### config.mk
export PLATFORM = sky130hd
export DESIGN_NAME = traffic_light_monitor
export DESIGN_NICKNAME = d
export VERILOG_FILES = /design/src/rtl/traffic_light_monitor.sv
export SDC_FILE = /design/constraint.sdc
export NUM_CORES = 1
export LEC_CHECK = 0
export CAP_MARGIN = 0
export CORE_MARGIN = 2
export CORE_UTILIZATION = 56
export CTS_BUF_LIST = sky130_fd_sc_hd__clkbuf_16
export CTS_CLUSTER_DIAMETER = 120
export CTS_CLUSTER_SIZE = 40
export DETAILED_ROUTE_END_ITERATION = 12
export PLACE_DENSITY_LB_ADDON = 0.3
export REMOVE_ABC_BUFFERS = 1
export SLEW_MARGIN = 5
export SYNTH_ARGS = -nofsm -noshare
export SYNTH_HDL_FRONTEND = slang
export SYNTH_SLANG_ARGS = --single-unit
### constraint.sdc
create_clock -name i_clk -period 2.31 [get_ports i_clk]
set_input_delay 0.231 -clock i_clk [delete_from_list [all_inputs] [get_ports i_clk]]
set_output_delay 0.231 -clock i_clk [all_outputs]
set_load 0.05 [all_outputs]
### src/rtl/traffic_light_monitor.sv
// Passive safety monitor for the three-light intersection controller.
// Samples sensors and light codes every clock and latches sticky fault flags.
module traffic_light_monitor #(
  parameter int YELLOW_MIN = 3,
  parameter int MAX_WAIT   = 16
) (
  input  logic       i_clk,
  input  logic       i_rst_n,
  input  logic       i_clear,
  input  logic       i_s1,
  input  logic       i_s2,
  input  logic       i_s3,
  input  logic [1:0] i_l1,
  input  logic [1:0] i_l2,
  input  logic [1:0] i_l3,
  output logic       o_fault,
  output logic [4:0] o_fault_flags,
  output logic [1:0] o_fault_light
);

  localparam int YW = $clog2(YELLOW_MIN + 1);
  localparam int WW = $clog2(MAX_WAIT + 1);

  localparam logic [1:0] LC_ILLEGAL = 2'b00;
  localparam logic [1:0] LC_GREEN   = 2'b01;
  localparam logic [1:0] LC_YELLOW  = 2'b10;
  localparam logic [1:0] LC_RED     = 2'b11;

  localparam logic [YW-1:0] YMIN    = YW'(YELLOW_MIN);
  localparam logic [WW-1:0] WMAX    = WW'(MAX_WAIT);
  localparam logic [WW-1:0] WMAX_M1 = WW'(MAX_WAIT - 1);

  logic [2:0][1:0] w_light;
  logic [2:0]      w_sens;
  logic [2:0]      w_trans;
  logic [2:0]      w_short;
  logic [2:0]      w_starve;
  logic [2:0]      w_code;
  logic [2:0]      w_lfault;
  logic            w_conflict;
  logic [4:0]      w_new_flags;
  logic [4:0]      w_flags_next;
  logic [1:0]      w_first_light;
  logic [1:0]      w_light_base;
  logic [1:0]      w_light_next;

  logic            r_primed;
  logic [4:0]      r_flags;
  logic [1:0]      r_light;

  assign w_light = {i_l3, i_l2, i_l1};
  assign w_sens  = {i_s3, i_s2, i_s1};

  generate
    for (genvar gi = 0; gi < 3; gi++) begin : g_light
      logic [1:0]    r_prev;
      logic [YW-1:0] r_ycnt;
      logic [WW-1:0] r_wcnt;
      logic          w_cur_g;
      logic          w_cur_y;
      logic          w_cur_r;
      logic          w_wait_cond;

      assign w_cur_g     = (w_light[gi] == LC_GREEN);
      assign w_cur_y     = (w_light[gi] == LC_YELLOW);
      assign w_cur_r     = (w_light[gi] == LC_RED);
      assign w_wait_cond = w_sens[gi] && !w_cur_g;

      assign w_code[gi]  = (w_light[gi] == LC_ILLEGAL);
      // Transitions touching code 00 are reported only as illegal code.
      assign w_trans[gi] = r_primed && !w_code[gi] && (r_prev != LC_ILLEGAL) &&
                           (((r_prev == LC_GREEN)  && w_cur_r) ||
                            ((r_prev == LC_RED)    && w_cur_y) ||
                            ((r_prev == LC_YELLOW) && w_cur_g));
      assign w_short[gi]  = r_primed && (r_prev == LC_YELLOW) && w_cur_r && (r_ycnt < YMIN);
      // Fires on the edge the counter reaches MAX_WAIT and every saturated edge after.
      assign w_starve[gi] = w_wait_cond && (r_wcnt >= WMAX_M1);
      assign w_lfault[gi] = w_trans[gi] | w_short[gi] | w_starve[gi] | w_code[gi];

      always_ff @(posedge i_clk or negedge i_rst_n) begin
        if (!i_rst_n) begin
          r_prev <= LC_RED;
          r_ycnt <= '0;
          r_wcnt <= '0;
        end else begin
          r_prev <= w_light[gi];
          if (w_cur_y) begin
            if (r_ycnt != YMIN) r_ycnt <= r_ycnt + 1'b1;
          end else begin
            r_ycnt <= '0;
          end
          if (w_wait_cond) begin
            if (r_wcnt != WMAX) r_wcnt <= r_wcnt + 1'b1;
          end else begin
            r_wcnt <= '0;
          end
        end
      end
    end
  endgenerate

  assign w_conflict  = (i_l1 != LC_RED) && ((i_l2 != LC_RED) || (i_l3 != LC_RED));
  assign w_new_flags = {|w_code, |w_starve, |w_short, |w_trans, w_conflict};

  always_comb begin
    w_first_light = 2'd0;
    if (w_lfault[0])      w_first_light = 2'd1;
    else if (w_lfault[1]) w_first_light = 2'd2;
    else if (w_lfault[2]) w_first_light = 2'd3;
  end

  // Clear is applied first so a fault seen in the same cycle still lands.
  always_comb begin
    w_flags_next = (i_clear ? 5'd0 : r_flags) | w_new_flags;
    w_light_base = i_clear ? 2'd0 : r_light;
    w_light_next = (w_light_base == 2'd0) ? w_first_light : w_light_base;
  end

  always_ff @(posedge i_clk or negedge i_rst_n) begin
    if (!i_rst_n) begin
      r_primed <= 1'b0;
      r_flags  <= '0;
      r_light  <= '0;
    end else begin
      r_primed <= 1'b1;
      r_flags  <= w_flags_next;
      r_light  <= w_light_next;
    end
  end

  assign o_fault       = |r_flags;
  assign o_fault_flags = r_flags;
  assign o_fault_light = r_light;

endmodule

==> results.txt <==
Status = completed
Post-CTS Hold Fix Bufs = 0
Peak supply drop = 0.508 mV
Area Overhead vs Synth = 21.0%
Die Y = 61.6 um
Final-stage net count = 223
Top Family by Delay on Critical Path = simple AND/OR/NAND/NOR gates
Final-report hold violation count = 0
Total congestion overflow = 0
Sw Ratio = 26.7%
Synth cell types = 40
Post-synth ARST share = 100%
TritonCTS buffer count = 5
CP most frequent cell = ha_1
Filler cells = 250
Die ar. = 3790 um^2
CTS tree = built
CP Launch Type = flip-flop
Fmax = 514 MHz
Crit path DAT = 2.09 ns
Dpl hpwl = 2920 um
CTS sink count = 35
Post-Synthesis Cells = 172
Max stage delay cell, worst path = dfrtp_1
# DRC = 0
Initial core utilization = 59.9%
Die X = 61.6 um
Pwr Total = 0.00155 W
Router iterations before antenna repair = 5
Setup Buffers After CTS = 0
Post-Syn Area = 1860 um^2
Setup violators final = 0
DP Area = 2110 um^2
Req. time, crit path = 2.46 ns
CTS resizes = 0
Worst R2R Setup Slack = 0.37 ns
Initial antenna violation count = 0
Reg2reg end = o_fault_light[1]
Vias per cell = 5.66
Final Max Slew Viols = 0
CP peak stage delay = 0.42 ns
DRT iter0 DRCs = 104
Vias = 1,381
Clock root buffer master = clkbuf_16
Least-Margin Pin Slew = 0.503 ns
Placed Cells = 236
Seq pwr share = 44.4%
# Max-Cap Violations = 0
Post-route insts no fill = 244
Power Dens Cells = 692 nW/um^2
Crit path from = g_light[1].r_wcnt[0]
ANT cells = 0
CTS Buffer Depth = 2
Crit path time final = 1.94 ns
Syn Area/Cell = 10.8 um^2
Post-synth top flop = dfrtp_1
Comb pwr share = 15.4%
Area leader, netlist = dfrtp_1
CP Depth = 7
Layout cells sized above 1 = 11.0%
Row cnt = 20
CP Max Fanout = 4
Psw = 0.000415 W
CP Buf/Inv Count = 0
Yosys Warn Count = 0
Final WL = 3880 um
# IOs = 20
CTS H-tree lvls = 2
Critical path type = reg -> reg
Cell area after layout = 2250 um^2
Yosys reg bits = 35
Skew final = 0.00550 ns
Crit share post-route = 84.2%
Largest net degree at the start of global routing = 36
Setup repair after global routing missed its margin = no
Reg2reg path depth = 7
Global-route usage over all layers = 23.0%
Latest clock arrival within the worst-skew pair = 0.28 ns
Clock power share = 40.2%
Sequence of cells on the critical path = ha_1, and3_1, ha_1, nor3_1, o2111ai_1, nor2b_1, o21ai_0
Clk slew on worst S/H paths = 0.05 ns
Internal = 0.00114 W
Post-synthesis sequential area ratio = 47.5%
IO buf count = 19
Vias in the first global route = 1,401
Slew HR = 66.4%
Fin util = 72.5%
First-pass GRT wire length = 6270 um
Pleak = 0.983 nW
Final ANT Viol Nets = 0
Top post-synthesis cells by area = dfrtp_1 (39%), dfstp_2 (8.5%), ha_1 (8.1%)
Worst Hold Class = in -> async
Setup TNS = 0 ns
Setup crit end = o_fault_light[1]
Wire length per cell = 15.9 um
Yosys top cell area share = 39.1%
R2R Path Start = g_light[1].r_wcnt[0]
Core area = 3100 um^2
Routability cong. = 0.782
EDFF count, synth = 0
Crit. End Element = flip-flop
-- cells in the mapped netlist, types with 5 or more instances --
library cell / number
nand2_1: 11
xor2_1: 6
xnor2_1: 8
ha_1: 12
inv_1: 15
a21oi_1: 9
nor3_1: 8
mux2i_1: 6
dfrtp_1: 29
nand3_1: 5
nor2_1: 19
dfstp_2: 6
-- kinds of logic after synthesis --
| logic type | after synthesis | synth area share (%) |
|---|---|---|
| simple gates | 65 | 21.8 |
| flops | 35 | 47.5 |
| compound gates | 24 | 9.56 |
| buf+inv | 15 | 3.03 |
| xor+xnor | 14 | 6.60 |
| fa+ha+maj | 12 | 8.08 |
| mux | 6 | 3.23 |
| other cells | 1 | 0.202 |
-- power groups by stage --
stage / registers, W / logic (W) / clock network [W]
CTS: 0.000689 / 0.000242 / 0.000635
detailed placement: 0.000699 / 0.000239 / 0
global route: 0.000694 / 0.000259 / 0.000662
floorplan: 0.000740 / 0.0000939 / 0
finish: 0.000690 / 0.000240 / 0.000624
global placement: 0.000694 / 0.000227 / 0
-- layout make-up --
type	instances	area, um^2	share of cell area (%)
multi-input combinational	122	918	40.8
sequential	35	883	39.3
timing repair buffer	20	198	8.79
clock buffer	5	125	5.56
inverter	15	56.3	2.50
tap	44	55.1	2.45
clock inverter	3	12.5	0.556
-- layout by cell type (no fill, tap or decap), types with 8 or more instances in the layout --
cell / n
ha_1: 12
a21oi_1: 9
dfrtp_1: 29
nand2_1: 11
nor2_1: 19
inv_1: 17
clkdlybuf4s50_1: 19
xnor2_1: 8
nor3_1: 8
-- state kept, by name (all words and copies together) (netlist names) --
register,count
g_light.r_wcnt,15
g_light.r_ycnt,6
r_primed,1
g_light.r_prev,6
o_fault_light,2
o_fault_flags,5
-- worst min path at each step --
stage                                 to  slack [ns]
detailed placement      o_fault_light[1]        0.52
global route        g_light[0].r_ycnt[0]        0.40
finish              g_light[0].r_ycnt[0]        0.36
CTS                 g_light[0].r_ycnt[0]        0.37
floorplan           g_light[0].r_wcnt[0]       -0.06
global placement        o_fault_light[1]        0.50
-- stage by stage --
step	hold WS, ns	setup slack [ns]
2_1_floorplan	-0.0646	0.652
3_3_place_gp	0.502	0.497
3_5_place_dp	0.525	0.413
4_1_cts	0.372	0.386
5_1_grt	0.400	0.285
6_report	0.358	0.365
-- routing by layer --
layer / part of all wire (%) / up-vias / GRT usage, %
li1: - / 659 / -
met1: 43 / 691 / 27.2
met2: 52 / 25 / 40.6
met3: 3.8 / 6 / 6.72
met4: 0.98 / 0 / 6.38
met5: 0 / - / 0
-- worst reg2reg max path: cells and delay by family, from the launching register on --
family                     cells  cell delay, ns
adders and majority gates      2            0.43
AOI/OAI and AO/OA              2            0.29
and+or+nand+nor                3            0.67
DFF                            1            0.42
(Power assumes the default switching activity.)
